--- src/rtl/npu_lb_pkg.sv ---
// Shared definitions for the LineBuffer writer, LineBuffer and convolve blocks.
package npu_lb_pkg;

    localparam int DEF_BIT_DEPTH = 8;
    localparam int DEF_COLS      = 28;
    localparam int DEF_IMG_ROWS  = 28;

    typedef enum logic [1:0] {
        IDLE   = 2'd0,
        STREAM = 2'd1,
        CONV   = 2'd2,
        WAIT   = 2'd3
    } lb_state_e;

    // A stride of 0 behaves as 1.
    function automatic logic [1:0] stride_eff(input logic [1:0] s);
        return (s == 2'd0) ? 2'd1 : s;
    endfunction

endpackage

--- src/rtl/line_buffer_loader_if.sv ---
// Pixel stream, LineBuffer write port and convolve handshake of the line buffer loader.
// master: the loader; slave: the pixel source / LineBuffer / convolve side.
interface line_buffer_loader_if
    import npu_lb_pkg::*;
#(
    parameter int BIT_DEPTH = DEF_BIT_DEPTH
);
    logic                 pix_valid;
    logic                 pix_ready;
    logic [BIT_DEPTH-1:0] pix_data;
    logic                 lb_wr_en;
    logic [BIT_DEPTH-1:0] lb_data_r1;
    logic [BIT_DEPTH-1:0] lb_data_r2;
    logic [BIT_DEPTH-1:0] lb_data_r3;
    logic                 conv_start;
    logic                 conv_done;

    modport master (
        input  pix_valid, pix_data, conv_done,
        output pix_ready, lb_wr_en, lb_data_r1, lb_data_r2, lb_data_r3, conv_start
    );

    modport slave (
        output pix_valid, pix_data, conv_done,
        input  pix_ready, lb_wr_en, lb_data_r1, lb_data_r2, lb_data_r3, conv_start
    );
endinterface

--- src/rtl/line_buffer_loader_row_history.sv ---
// Two-row pixel history: bank0 holds row n-2, bank1 holds row n-1, one column per access.
// Reads are combinational (old contents); the write shifts bank1 into bank0 and stores the
// new pixel into bank1 at the same column. zero_top loads zero into bank0 instead.
module row_history #(
    parameter int BIT_DEPTH = 8,
    parameter int COLS      = 28
) (
    input  logic                     clk,
    input  logic                     wr_en,
    input  logic [$clog2(COLS)-1:0]  col,
    input  logic                     zero_top,
    input  logic [BIT_DEPTH-1:0]     din,
    output logic [BIT_DEPTH-1:0]     top,
    output logic [BIT_DEPTH-1:0]     mid
);
    logic [BIT_DEPTH-1:0] bank0_q [COLS];
    logic [BIT_DEPTH-1:0] bank1_q [COLS];

    assign top = bank0_q[col];
    assign mid = bank1_q[col];

    // Column shift of the history; contents need no reset.
    always_ff @(posedge clk) begin
        if (wr_en) begin
            bank0_q[col] <= zero_top ? '0 : bank1_q[col];
            bank1_q[col] <= din;
        end
    end
endmodule

--- src/rtl/line_buffer_loader.sv ---
// Writer side of the 3-row LineBuffer: streams raster pixels into a row history, writes
// column-aligned row triplets for window-bottom rows, then hands each band to convolve.
// Optional build macro ZERO_PAD_EN: one zero row of vertical padding top and bottom.
module line_buffer_loader
    import npu_lb_pkg::*;
#(
    parameter int BIT_DEPTH = DEF_BIT_DEPTH,
    parameter int COLS      = DEF_COLS,
    parameter int IMG_ROWS  = DEF_IMG_ROWS
) (
    input  logic                 clk,
    input  logic                 rst,
    input  logic                 frame_start,
    input  logic [1:0]           stride,
    line_buffer_loader_if.master bus,
    output logic                 busy,
    output logic                 frame_done
);
    localparam int COL_W = $clog2(COLS);
    localparam int ROW_W = $clog2(IMG_ROWS + 1);
    localparam logic [COL_W-1:0] LAST_COL    = COL_W'(COLS - 1);
    localparam logic [ROW_W-1:0] LAST_IN_ROW = ROW_W'(IMG_ROWS - 1);
`ifdef ZERO_PAD_EN
    // Virtual row -1 is zero, so row 1 is the first window bottom.
    localparam logic       PAD_EN      = 1'b1;
    localparam logic [1:0] FIRST_PHASE = 2'd1;
`else
    localparam logic       PAD_EN      = 1'b0;
    localparam logic [1:0] FIRST_PHASE = 2'd2;
`endif

    lb_state_e            state_q, state_d;
    logic [ROW_W-1:0]     row_q, row_d;
    logic [COL_W-1:0]     col_q, col_d;
    // Rows left until the next window bottom; 0 means the current row is a bottom.
    logic [1:0]           phase_q, phase_d;
    logic [1:0]           stride_q, stride_d;
    // Internally generated trailing zero row (padding only).
    logic                 pad_row_q, pad_row_d;
    logic                 wr_en_q, wr_en_d;
    logic [BIT_DEPTH-1:0] r1_q, r1_d, r2_q, r2_d, r3_q, r3_d;
    logic                 conv_start_q, conv_start_d;
    logic                 frame_done_q, frame_done_d;

    logic                 xfer;
    logic                 bottom_row;
    logic                 more_rows;
    logic [1:0]           phase_adv;
    logic [BIT_DEPTH-1:0] pix_in;
    logic [BIT_DEPTH-1:0] hist_top, hist_mid;

    assign xfer       = (state_q == STREAM) && (pad_row_q || bus.pix_valid);
    assign pix_in     = pad_row_q ? '0 : bus.pix_data;
    assign bottom_row = (phase_q == 2'd0);
    assign phase_adv  = bottom_row ? (stride_q - 2'd1) : (phase_q - 2'd1);
    assign more_rows  = (row_q < LAST_IN_ROW) ||
                        (PAD_EN && (row_q == LAST_IN_ROW) && (phase_adv == 2'd0));

    row_history #(
        .BIT_DEPTH (BIT_DEPTH),
        .COLS      (COLS)
    ) u_hist (
        .clk      (clk),
        .wr_en    (xfer),
        .col      (col_q),
        .zero_top (PAD_EN && (row_q == '0)),
        .din      (pix_in),
        .top      (hist_top),
        .mid      (hist_mid)
    );

    // Next-state and registered-output logic of the sequencing FSM.
    always_comb begin
        state_d      = state_q;
        row_d        = row_q;
        col_d        = col_q;
        phase_d      = phase_q;
        stride_d     = stride_q;
        pad_row_d    = pad_row_q;
        wr_en_d      = 1'b0;
        r1_d         = r1_q;
        r2_d         = r2_q;
        r3_d         = r3_q;
        conv_start_d = 1'b0;
        frame_done_d = 1'b0;
        unique case (state_q)
            IDLE: begin
                if (frame_start) begin
                    state_d   = STREAM;
                    row_d     = '0;
                    col_d     = '0;
                    phase_d   = FIRST_PHASE;
                    stride_d  = stride_eff(stride);
                    pad_row_d = 1'b0;
                end
            end
            STREAM: begin
                if (xfer) begin
                    if (bottom_row) begin
                        wr_en_d = 1'b1;
                        r1_d    = hist_top;
                        r2_d    = hist_mid;
                        r3_d    = pix_in;
                    end
                    if (col_q == LAST_COL) begin
                        col_d = '0;
                        if (bottom_row) begin
                            state_d = CONV;
                        end else if (more_rows) begin
                            row_d     = row_q + ROW_W'(1);
                            phase_d   = phase_adv;
                            pad_row_d = PAD_EN && (row_q == LAST_IN_ROW);
                        end else begin
                            state_d      = IDLE;
                            frame_done_d = 1'b1;
                            pad_row_d    = 1'b0;
                        end
                    end else begin
                        col_d = col_q + COL_W'(1);
                    end
                end
            end
            CONV: begin
                conv_start_d = 1'b1;
                state_d      = WAIT;
            end
            WAIT: begin
                // A done coinciding with our own start pulse belongs to no band.
                if (bus.conv_done && !conv_start_q) begin
                    if (more_rows) begin
                        state_d   = STREAM;
                        row_d     = row_q + ROW_W'(1);
                        phase_d   = phase_adv;
                        pad_row_d = PAD_EN && (row_q == LAST_IN_ROW);
                    end else begin
                        state_d      = IDLE;
                        frame_done_d = 1'b1;
                        pad_row_d    = 1'b0;
                    end
                end
            end
            default: state_d = IDLE;
        endcase
    end

    // State and output registers.
    always_ff @(posedge clk or negedge rst) begin
        if (!rst) begin
            state_q      <= IDLE;
            row_q        <= '0;
            col_q        <= '0;
            phase_q      <= '0;
            stride_q     <= 2'd1;
            pad_row_q    <= 1'b0;
            wr_en_q      <= 1'b0;
            r1_q         <= '0;
            r2_q         <= '0;
            r3_q         <= '0;
            conv_start_q <= 1'b0;
            frame_done_q <= 1'b0;
        end else begin
            state_q      <= state_d;
            row_q        <= row_d;
            col_q        <= col_d;
            phase_q      <= phase_d;
            stride_q     <= stride_d;
            pad_row_q    <= pad_row_d;
            wr_en_q      <= wr_en_d;
            r1_q         <= r1_d;
            r2_q         <= r2_d;
            r3_q         <= r3_d;
            conv_start_q <= conv_start_d;
            frame_done_q <= frame_done_d;
        end
    end

    assign bus.pix_ready  = (state_q == STREAM) && !pad_row_q;
    assign bus.lb_wr_en   = wr_en_q;
    assign bus.lb_data_r1 = r1_q;
    assign bus.lb_data_r2 = r2_q;
    assign bus.lb_data_r3 = r3_q;
    assign bus.conv_start = conv_start_q;
    assign busy           = (state_q != IDLE);
    assign frame_done     = frame_done_q;
endmodule

--- src/flat_wrapper.sv ---
// flat-port wrapper written by rule: the top's interface ports become plain ports
module line_buffer_loader_flat import npu_lb_pkg::*;
#(
    parameter int BIT_DEPTH = DEF_BIT_DEPTH,
    parameter int COLS      = DEF_COLS,
    parameter int IMG_ROWS  = DEF_IMG_ROWS
)
  (clk, rst, frame_start, stride, busy, frame_done, bus_pix_valid, bus_pix_data, bus_conv_done, bus_pix_ready, bus_lb_wr_en, bus_lb_data_r1, bus_lb_data_r2, bus_lb_data_r3, bus_conv_start);
  line_buffer_loader_if #(.BIT_DEPTH(BIT_DEPTH)) bus_i ();
  input  logic clk;
  input  logic rst;
  input  logic frame_start;
  input  logic [1:0] stride;
  output logic busy;
  output logic frame_done;
  input wire logic [$bits(bus_i.pix_valid)-1:0] bus_pix_valid;
  input wire logic [$bits(bus_i.pix_data)-1:0] bus_pix_data;
  input wire logic [$bits(bus_i.conv_done)-1:0] bus_conv_done;
  output wire logic [$bits(bus_i.pix_ready)-1:0] bus_pix_ready;
  output wire logic [$bits(bus_i.lb_wr_en)-1:0] bus_lb_wr_en;
  output wire logic [$bits(bus_i.lb_data_r1)-1:0] bus_lb_data_r1;
  output wire logic [$bits(bus_i.lb_data_r2)-1:0] bus_lb_data_r2;
  output wire logic [$bits(bus_i.lb_data_r3)-1:0] bus_lb_data_r3;
  output wire logic [$bits(bus_i.conv_start)-1:0] bus_conv_start;
  assign bus_i.pix_valid = bus_pix_valid;
  assign bus_i.pix_data = bus_pix_data;
  assign bus_i.conv_done = bus_conv_done;
  assign bus_pix_ready = bus_i.pix_ready;
  assign bus_lb_wr_en = bus_i.lb_wr_en;
  assign bus_lb_data_r1 = bus_i.lb_data_r1;
  assign bus_lb_data_r2 = bus_i.lb_data_r2;
  assign bus_lb_data_r3 = bus_i.lb_data_r3;
  assign bus_conv_start = bus_i.conv_start;
  line_buffer_loader #(.BIT_DEPTH(BIT_DEPTH), .COLS(COLS), .IMG_ROWS(IMG_ROWS)) u_core (.clk(clk), .rst(rst), .frame_start(frame_start), .stride(stride), .bus(bus_i), .busy(busy), .frame_done(frame_done));
endmodule
--- config.mk ---
export PLATFORM = sky130hd
export DESIGN_NAME = line_buffer_loader_flat
export DESIGN_NICKNAME = d
export VERILOG_FILES = /design/src/rtl/npu_lb_pkg.sv /design/src/rtl/line_buffer_loader_if.sv /design/src/rtl/line_buffer_loader_row_history.sv /design/src/rtl/line_buffer_loader.sv /design/src/flat_wrapper.sv
export SDC_FILE = /design/constraint.sdc
export NUM_CORES = 1
export LEC_CHECK = 0
export CELL_PAD_IN_SITES_DETAIL_PLACEMENT = 0
export CELL_PAD_IN_SITES_GLOBAL_PLACEMENT = 2
export CORE_UTILIZATION = 51
export DETAILED_ROUTE_END_ITERATION = 6
export HOLD_SLACK_MARGIN = 0.12
export PLACE_DENSITY = 0.95
export SLEW_MARGIN = 30
export SYNTH_ARGS = -nofsm -noshare
export SYNTH_HDL_FRONTEND = slang
export SYNTH_SLANG_ARGS = --single-unit
--- constraint.sdc ---
create_clock -name clk -period 8.3 [get_ports clk]
set_input_delay 1.66 -clock clk [delete_from_list [all_inputs] [get_ports clk]]
set_output_delay 1.66 -clock clk [all_outputs]
set_load 0.02 [all_outputs]
==> results of run 1 <==
## cell type report
cell class / instances / area (um2)
clock buffer: 65 / 1310
clock inverter: 20 / 183
fill: 2706 / 15100
inverter: 6 / 22.5
multi-input combinational: 557 / 4460
sequential: 491 / 14500
tap: 504 / 631
timing repair buffer: 83 / 711
## state kept, by name (all words and copies together), names as in the netlist, named ones only
register	count
u_core.bus.conv_start	1
u_core.bus.lb_data_r1	8
u_core.bus.lb_data_r2	8
u_core.bus.lb_data_r3	8
u_core.bus.lb_wr_en	1
u_core.col_q	5
u_core.frame_done	1
u_core.phase_q	2
u_core.row_q	5
u_core.state_q	1
u_core.stride_q	2
u_core.u_hist.bank0_q	224
u_core.u_hist.bank1_q	224
## per-stage QoR
step | hold WS (ns) | cell area, um2 | setup WS [ns]
2_1_floorplan | 0.465 | 19300 | 4.64
3_3_place_gp | 0.466 | 20300 | 3.89
3_5_place_dp | 0.471 | 20300 | 3.87
4_1_cts | 0.485 | 21800 | 3.86
5_1_grt | 0.500 | 21900 | 3.96
6_report | 0.476 | 21900 | 4.10
## cells in the final DEF (no fill, tap or decap), types with 4 or more instances in the layout
| master | Yosys | routed |
|---|---|---|
| dfrtp_1 | 42 | 40 |
| clkdlybuf4s50_1 | 0 | 36 |
| nor3_1 | 11 | 7 |
| nor2_1 | 58 | 57 |
| o31ai_1 | 4 | 4 |
| buf_4 | 9 | 40 |
| buf_2 | 30 | 6 |
| clkbuf_16 | 0 | 48 |
| clkinv_2 | 0 | 6 |
| nor3_2 | 0 | 4 |
| clkinv_1 | 0 | 8 |
| a21oi_1 | 4 | 4 |
| inv_1 | 5 | 5 |
| nand3_2 | 1 | 7 |
| mux2_2 | 13 | 13 |
| edfxtp_1 | 448 | 448 |
| o22ai_1 | 53 | 53 |
| clkbuf_8 | 0 | 4 |
| ha_1 | 5 | 5 |
| nand4_1 | 13 | 13 |
| nand2_1 | 68 | 68 |
| a22oi_1 | 18 | 18 |
| clkbuf_1 | 10 | 13 |
| mux4_2 | 26 | 26 |
| o21ai_0 | 29 | 29 |
| mux2i_1 | 172 | 172 |
| a31oi_1 | 5 | 5 |
| a41oi_1 | 5 | 5 |
| nand3_1 | 20 | 14 |
| nor4_1 | 9 | 8 |
| nor2b_1 | 7 | 7 |
## synth_stat cells, types with 3 or more instances
cell type,count
nand4_1,13
a31oi_1,5
inv_1,5
nor3_1,11
nand3_1,20
mux2i_1,172
mux2_2,13
a41oi_1,5
o21ai_0,29
a211oi_1,3
edfxtp_1,448
clkbuf_1,10
dfrtp_1,42
nor4_1,9
nor2b_1,7
buf_6,8
a22oi_1,18
nand2_1,68
buf_2,30
nor2_1,58
buf_4,9
a21oi_1,4
mux4_2,26
o22ai_1,53
ha_1,5
o31ai_1,4
## final timing paths
check	start	endpoint	slack, ns	cells past startpoint
max	u_core.col_q[1]	u_core.bus.lb_data_r2[0]	4.10	6
max reg2reg	u_core.col_q[1]	u_core.bus.lb_data_r2[0]	4.10	6
max in group asynchronous	rst	u_core.col_q[0]	6.78	1
min	u_core.bus.lb_data_r3[7]	u_core.bus.lb_data_r3[7]	0.48	2
min reg2reg	u_core.bus.lb_data_r3[7]	u_core.bus.lb_data_r3[7]	0.48	2
min in group asynchronous	rst	u_core.bus.lb_data_r3[3]	1.08	1
## critical path: cells and delay by family (launching register included)
kind,cells,cell delay (ns)
simple gates,2,1.35
compound gates,1,0.19
mux,2,0.83
buf+inv,1,0.77
flops,1,0.83
## power by group
| group | internal [mW] | total, mW | switching [mW] |
|---|---|---|---|
| sequential | 3.06 | 3.19 | 0.128 |
| combinational | 0.514 | 1.38 | 0.871 |
| clock | 1.19 | 2.06 | 0.873 |
## metal layers
metal	vias to the layer above	wire length, um	part of all wire	GRT usage
li1	4534	-	-	-
met1	5283	18000	0.41	0.333
met2	511	20900	0.48	0.363
met3	64	3760	0.086	0.0436
met4	2	814	0.019	0.0642
met5	-	12	0.00028	0
## logic make-up (layout without fill, tap and decap cells)
| logic type | count (synthesis) | after routing |
|---|---|---|
| multiplexers | 211 | 211 |
| AO/OA/AOI/OAI | 131 | 131 |
| AND/OR/NAND/NOR | 208 | 208 |
| flip-flops | 491 | 491 |
| XOR/XNOR | 2 | 2 |
| adder cells (fa/ha/maj) | 5 | 5 |
| buffers and inverters | 65 | 174 |
==> flow_summary_export.csv, run 1 <==
group,metric,value,unit
yosys,synth_top_area_cell,"edfxtp_1",
finish,n_antenna_cell,0,
floorplan,fp.coreArea,0.0370,mm2
setup_path,worst_setup_path_start_kind,"flop",
power,p_total,6.64,mW
detailed_routing,drcViolationCount,0,
worst_hold_path,hp-class,"reg -> reg",
yosys,synth_fp_nets,1133,
yosys,synth_ff_type,"edfxtp_1",
placement,dpl.hpwl,26200,um
yosys,yosys-top-cells-area,"edfxtp_1, mux2i_1, dfrtp_1, mux4_2, o22ai_1",
setup_path,worstPathMaxFanout,47,
clocking,clkTransAtPathRegs,0.06,ns
sta,min_period,4.20,ns
clocking,cts-buffers-inserted,48,
sta,hold_viol_final,0,
sta,setup_viol,0,
setup_path,worstPathArrival,4.63,ns
clocking,cts_tree,"yes",
floorplan,num_rows,70,
finish,post-route-util,0.591,
yosys,synth_edf_count,448,
setup_path,crit_type,"reg -> reg",
yosys,synth_compound_area_frac,0.0445,
sta,rsz0062_at_grt,"false",
yosys,ys.warnings.count,0,
sta,fin_crit_sh,0.506,
global_route,grt_max_degree,123,
detailed_routing,drt-initial-drc-count,935,
global_route,grtUsageTotal,0.231,
yosys,synth_top_area_frac,0.697,
yosys,yosysUniqueCellTypes,57,
sta,max_freq,238,MHz
yosys,seq_area_frac_synth,0.753,
setup_path,worstPathCellList,"buf_4 -> mux2i_1 -> o22ai_1 -> nor4_1 -> nand3_2 -> mux2_2",
yosys,synth-seq-cells,491,
detailed_routing,wl_per_cell,25.2,um
outcome,status,"finished clean",
detailed_routing,drtAntennaViolNets,0,
setup_path,cp_slowest_stage_delay,0.83,ns
finish,drive_gt1_frac,0.143,
yosys,synthMuxAreaShare,0.127,
sta,clock_skew,0.0301,ns
floorplan,fp.dieH,197,um
yosys,syn_area_per_cell,17.3,um2
placement,place_congestion,0.861,
clocking,clock-sinks,491,
power,power_density,304,mW/mm2
placement,portBuffers,43,
floorplan,initial_core_util,0.522,
detailed_routing,routed_wl,43500,um
clocking,cts_setup_buffers,0,
sta,max_slew_margin,0.245,
sta,slew_viol_final,0,
clocking,cts-hold-fix-buffers,0,
yosys,synth_xor_area_frac,0.000907,
finish,instances_no_fill,1726,
detailed_routing,via_per_inst,6.02,
setup_path,crit_slowest_cell,"dfrtp_4",
yosys,synth_cells,1113,
yosys,synth_top_family_by_area,"multiplexers",
clocking,cts-root-buf,"clkbuf_16",
setup_path,required,8.74,ns
yosys,async_reset_ff_frac,0.0876,
yosys,synth_area,0.0193,mm2
sta,worst_pin_slew,1.13,ns
floorplan,dieWidth,197,um
setup_path,cp-end-kind,"flop",
floorplan,dieArea,0.0386,mm2
placement,place_inst,1641,
power,p_leak,7.03,nW
yosys,yosys.area_share.simple,0.0522,
global_route,grt-ovfl-total,0,
detailed_routing,first_pass_iters,5,
finish,areaGrowthSynthToFinish,13.2,%
global_route,antenna_found_initial,1,
job,drv_cap,0,
finish,nNetsFinal,1207,
clocking,htreeDepth,2,
floorplan,ioPinCount,44,
global_route,grt_pass1_vias,10100,
clocking,post_cts_resized,0,
clocking,clock_path_buffers,3,
global_route,grt_pass1_wl,65100,um
yosys,synthAdderAreaFrac,0.00324,
clocking,clk_latency,0.58,ns
detailed_routing,vias,10400,
sta,final.setup.tns,0,ns
power,irDropWorstVdd,0.186,mV
(Power assumes the default switching activity.)
==> run 2, diff against run 1 <==
CORE_UTILIZATION = 43   (was 51)
PLACE_DENSITY = 0.87   (was 0.95)
clock period = 3.7 ns   (was 8.3 ns; I/O delays follow)
==> run 2 against run 1 <==
  * Setup slack got worse by 3.7 ns
  * Utilization shrank 8.5 points
  * Non-clock buffer count increased by 37
  * Largest cell class unchanged
  * Critical endpoint is now u_core.u_hist.bank0_q[6][6]
  * Cell area up 2.5%
  * Sequential share of layout area shrank 1.6 points
  * Clock-buffer cell count shrank 1
  * Hold slack lost 0.32 ns
==> flow_summary_export.csv, run 2 (synthesis gave the netlist of run 1 again) <==
group,metric,value,unit
outcome,status,"finished clean",
power,power_density,686,mW/mm2
setup_path,cp-end-kind,"flop",
finish,final_area,0.0224,mm2
sta,final.setup.tns,0,ns
sta,setup_slack,0.434,ns
setup_path,crit_slowest_cell,"nand3_1",
setup_path,cp_slowest_stage_delay,0.75,ns
finish,top_regs,"u_core.u_hist.bank0_q: 224 flops, u_core.u_hist.bank1_q: 224 flops",
finish,final_common_cell,"edfxtp_1",
floorplan,fp.coreArea,0.0442,mm2
global_route,grt_use_met2,0.311,
placement,dp_worst_setup_slack,0.521,ns
power,irDropWorstVdd,0.489,mV
global_route,use_met1,0.260,
global_route,grt_use_met3,0.0435,
floorplan,dieWidth,214,um
power,p_leak,7.27,nW
clocking,clkTransAtPathRegs,0.06,ns
finish,n_antenna_cell,0,
floorplan,ioPinCount,44,
global_route,grt_pass1_vias,10400,
placement,dpl.hpwl,27000,um
clocking,htreeDepth,2,
global_route,grt_max_degree,83,
placement,place_inst,1766,
clocking,clk_latency,0.60,ns
clocking,clock-sinks,491,
clocking,cts-hold-fix-buffers,0,
sta,rsz0062_at_grt,"false",
sta,fin_crit_sh,0.883,
sta,max_freq,306,MHz
finish,final_cell_mix,"edfxtp_1, mux2i_1, buf_4",
clocking,post_cts_resized,0,
detailed_routing,first_pass_iters,5,
finish,post-route-util,0.506,
setup_path,worstSetupStartpoint,"u_core.col_q[0]",
setup_path,worstPathMaxFanout,20,
detailed_routing,drt-initial-drc-count,914,
detailed_routing,drcViolationCount,0,
setup_path,required,4.04,ns
sta,setup_viol,0,
setup_path,r2r_slack,0.43,ns
global_route,grt_pass1_wl,64200,um
global_route,grtUsageTotal,0.193,
worst_hold_path,hp-class,"in -> async",
clocking,cts_setup_buffers,0,
setup_path,rr_startpoint,"u_core.col_q[0]",
finish,nNetsFinal,1247,
setup_path,endpoint,"u_core.u_hist.bank0_q[6][6]",
clocking,clock_path_buffers,3,
detailed_routing,via_per_inst,5.58,
sta,worst_pin_slew,0.889,ns
clocking,cts-buffers-inserted,51,
floorplan,dieArea,0.0457,mm2
floorplan,num_rows,77,
setup_path,worst_setup_path_start_kind,"flop",
floorplan,fp.dieH,214,um
setup_path,crit_type,"reg -> reg",
detailed_routing,routed_wl,43100,um
sta,slew_viol_final,0,
finish,drive_gt1_frac,0.163,
clocking,cts-root-buf,"clkbuf_16",
floorplan,initial_core_util,0.437,
sta,clock_skew,0.0192,ns
setup_path,worstPathArrival,3.60,ns
placement,dpl_cell_area,0.0208,mm2
setup_path,r2r-end,"u_core.u_hist.bank0_q[6][6]",
global_route,antenna_found_initial,0,
finish,instances_no_fill,1859,
sta,hold_viol_final,0,
global_route,busiest_layer,"met2",
detailed_routing,vias,10400,
setup_path,r2r_cells,5,
placement,place_congestion,0.820,
global_route,grt-ovfl-total,0,
sta,max_slew_margin,0.405,
setup_path,worstPathCellList,"nand4bb_1 -> o22ai_1 -> nor4_1 -> nand3_1 -> buf_4",
sta,min_period,3.27,ns
finish,areaGrowthSynthToFinish,16.0,%
job,drv_cap,0,
detailed_routing,wl_per_cell,23.2,um
placement,portBuffers,43,
clocking,cts_tree,"yes",
detailed_routing,drtAntennaViolNets,0,
run 2: report_power, final:
| part | total (mW) | switching [mW] | internal, mW |
|---|---|---|---|
| Sequential | 7.12 | 0.279 | 6.84 |
| Clock | 4.98 | 2.07 | 2.92 |
| Combinational | 3.25 | 2.00 | 1.25 |
| Total | 15.4 | 4.35 | 11.0 |
run 2: through the flow:
stage	hold slack, ns	power [mW]
CTS	0.158	15.5
finish	0.158	15.4
floorplan	0.444	9.20
detailed placement	0.469	10.5
global route	0.193	15.9
global placement	0.471	10.4
run 2: worst min path at each step:
stage	start	end	slack, ns	cells after the start
floorplan	rst	asynchronous set/reset pin	0.44	0
global placement	u_core.bus.lb_data_r3[0]	u_core.bus.lb_data_r3[0]	0.47	2
detailed placement	u_core.bus.lb_data_r3[4]	u_core.bus.lb_data_r3[4]	0.47	2
CTS	rst	u_core.bus.lb_data_r3[0]	0.16	1
global route	rst	u_core.bus.lb_data_r3[0]	0.19	1
finish	rst	u_core.col_q[1]	0.16	1
run 2: area by class of cell:
type,instances,area (um2)
Sequential cell,491,14500
Inverter,6,22.5
Timing Repair Buffer,120,1030
Tap cell,592,741
Multi-Input combinational cell,557,4420
Fill cell,3568,21800
Clock inverter,29,308
Clock buffer,64,1340
run 2: per-layer routing:
metal / part of all wire / vias to the layer above
met4: 0.028 / 0
met1: 0.43 / 5333
li1: - / 4627
met5: 0 / -
met3: 0.063 / 69
met2: 0.48 / 340
run 2: worst max-delay path, delay by kind of cell (launching register included):
kind	cells	cell delay (ns)
buffers and inverters	1	0.44
and+or+nand+nor	3	1.70
AOI/OAI and AO/OA	1	0.19
DFF	1	0.66
==> run 3, diff against run 2 <==
CORE_UTILIZATION = 35   (was 43)
PLACE_DENSITY = 0.75   (was 0.87)
==> run 3 against run 2 <==
  * Cell area up 1.1%
  * Largest cell class unchanged
  * Die area up 23%
  * Global-route usage decreased by 3.1 points
  * Power increased by 2.6%
  * Sequential share of layout area is 0.73 points lower
==> flow_summary_export.csv, run 3 (synthesis gave the netlist of run 1 again) <==
group,metric,value,unit
sta,final.setup.tns,0,ns
sta,max_slew_margin,0.434,
setup_path,r2r_cells,6,
outcome,status,"finished clean",
floorplan,ioPinCount,44,
worst_hold_path,hp-class,"in -> async",
setup_path,cp_slowest_stage_delay,0.66,ns
sta,hold_viol_final,0,
floorplan,initial_core_util,0.357,
finish,seq_area,0.0145,mm2
setup_path,endpoint,"bus_pix_ready",
job,drv_cap,0,
finish,areaGrowthSynthToFinish,17.3,%
detailed_routing,drt-initial-drc-count,778,
sta,max_freq,345,MHz
detailed_routing,routed_wl,44800,um
finish,final_common_cell,"edfxtp_1",
power,internal_power,11.4,mW
power,p_leak,7.36,nW
finish,n_antenna_cell,0,
power,irDropWorstVdd,0.414,mV
setup_path,worstPathArrival,2.15,ns
detailed_routing,via_per_inst,5.19,
setup_path,cp.depth,2,
clocking,cts_tree,"yes",
setup_path,crit_slowest_cell,"dfrtp_1",
power,p_total,15.8,mW
clocking,clock_path_buffers,3,
setup_path,critPathBufInv,1,
finish,n_fill_cell,4818,
setup_path,worst_setup_path_start_kind,"flop",
sta,slew_viol_final,0,
global_route,grt_max_degree,43,
setup_path,required,2.96,ns
floorplan,num_rows,85,
detailed_routing,wl_met2,21300,um
clocking,clk_latency,0.58,ns
setup_path,worstSetupStartpoint,"u_core.state_q[0]",
sta,rsz0062_at_grt,"false",
setup_path,r2r_slack,0.82,ns
power,power.net_switching,4.39,mW
setup_path,cp-end-kind,"primary output",
global_route,grt_pass1_wl,67400,um
power,pwr-share-clk,0.339,
detailed_routing,met3_length,2180,um
floorplan,dieWidth,237,um
clocking,clock-sinks,491,
global_route,grt-ovfl-total,0,
setup_path,worstPathCellList,"and2b_1 -> clkdlybuf4s50_1",
finish,final_cell_mix,"edfxtp_1, mux2i_1, buf_4",
placement,place_congestion,0.800,
detailed_routing,drtAntennaViolNets,0,
finish,drive_gt1_frac,0.172,
finish,top_regs,"u_core.u_hist.bank0_q: 224 flops, u_core.u_hist.bank1_q: 224 flops",
clocking,clkTransAtPathRegs,0.06,ns
detailed_routing,vias,10200,
sta,fin_crit_sh,0.782,
setup_path,rr_startpoint,"u_core.col_q[1]",
clocking,post_cts_resized,0,
floorplan,dieArea,0.0561,mm2
setup_path,crit_family,"flip-flops",
global_route,grtUsageTotal,0.163,
global_route,grt_pass1_vias,10300,
power,power_switching_share,0.279,
placement,dpl.hpwl,27900,um
detailed_routing,routed.top_layer,"met4",
power,combPwrFrac,0.207,
setup_path,crit_type,"reg -> out",
sta,worst_pin_slew,0.846,ns
sta,min_period,2.89,ns
power,power_density,696,mW/mm2
finish,nNetsFinal,1247,
clocking,cts_setup_buffers,0,
power,pwr-share-seq,0.454,
sta,hold_ws,0.172,ns
detailed_routing,wl_per_cell,22.8,um
detailed_routing,drcViolationCount,0,
clocking,cts-buffers-inserted,50,
clocking,cts-hold-fix-buffers,0,
placement,portBuffers,43,
clocking,cts-root-buf,"clkbuf_16",
floorplan,fp.dieH,237,um
global_route,antenna_found_initial,0,
floorplan,fp.coreArea,0.0541,mm2
setup_path,r2r-end,"u_core.bus.lb_data_r1[2]",
clocking,htreeDepth,2,
detailed_routing,first_pass_iters,5,
sta,setup_viol,0,
detailed_routing,met1_length,20500,um
setup_path,worstPathMaxFanout,17,
sta,clock_skew,0.0133,ns
finish,multi_input_area,0.00443,mm2
-- run 3: metal layers --
layer | vias up | GRT usage
met3 | 64 | 0.0263
met1 | 5265 | 0.227
met2 | 236 | 0.263
met4 | 0 | 0.0474
li1 | 4630 | -
met5 | - | 0
-- run 3: stage by stage --
step           instance area [um2]  setup slack [ns]  utilization  cells
2_1_floorplan                19300             0.759            -   1113
5_1_grt                      22700             0.661        0.418   1963
6_report                     22700             0.806        0.418   1963
4_1_cts                      22600             0.774        0.418   1963
3_5_place_dp                 20900             0.699        0.386   1871
3_3_place_gp                 20900             0.758        0.386   1871
-- run 3: worst min path at each step --
stage                                  start                    endpoint  slack [ns]  cells after the start
floorplan                                rst  asynchronous set/reset pin        0.44                      0
global placement    u_core.bus.lb_data_r3[5]    u_core.bus.lb_data_r3[5]        0.46                      2
detailed placement  u_core.bus.lb_data_r3[7]    u_core.bus.lb_data_r3[7]        0.47                      2
CTS                                      rst    u_core.bus.lb_data_r3[5]        0.17                      1
finish                                   rst         u_core.bus.lb_wr_en        0.17                      1
global route                             rst         u_core.bus.lb_wr_en        0.20                      1
-- run 3: final cells by class --
cell class              instances  share of cell area
clock buffers                  61              0.0608
clock inverters                31              0.0170
inverters                       6            0.000994
multi-input cells             557               0.195
flip-flops and latches        491               0.642
well taps                     696              0.0384
repair buffers                121              0.0457
-- run 3: power by group through the flow --
stage               Clock, mW  Sequential (mW)  Combinational (mW)
floorplan                   0             7.26                1.94
global placement            0             7.27                3.24
detailed placement          0             7.27                3.29
CTS                      5.46             7.15                3.29
global route             5.67             7.19                3.51
finish                   5.35             7.15                3.26
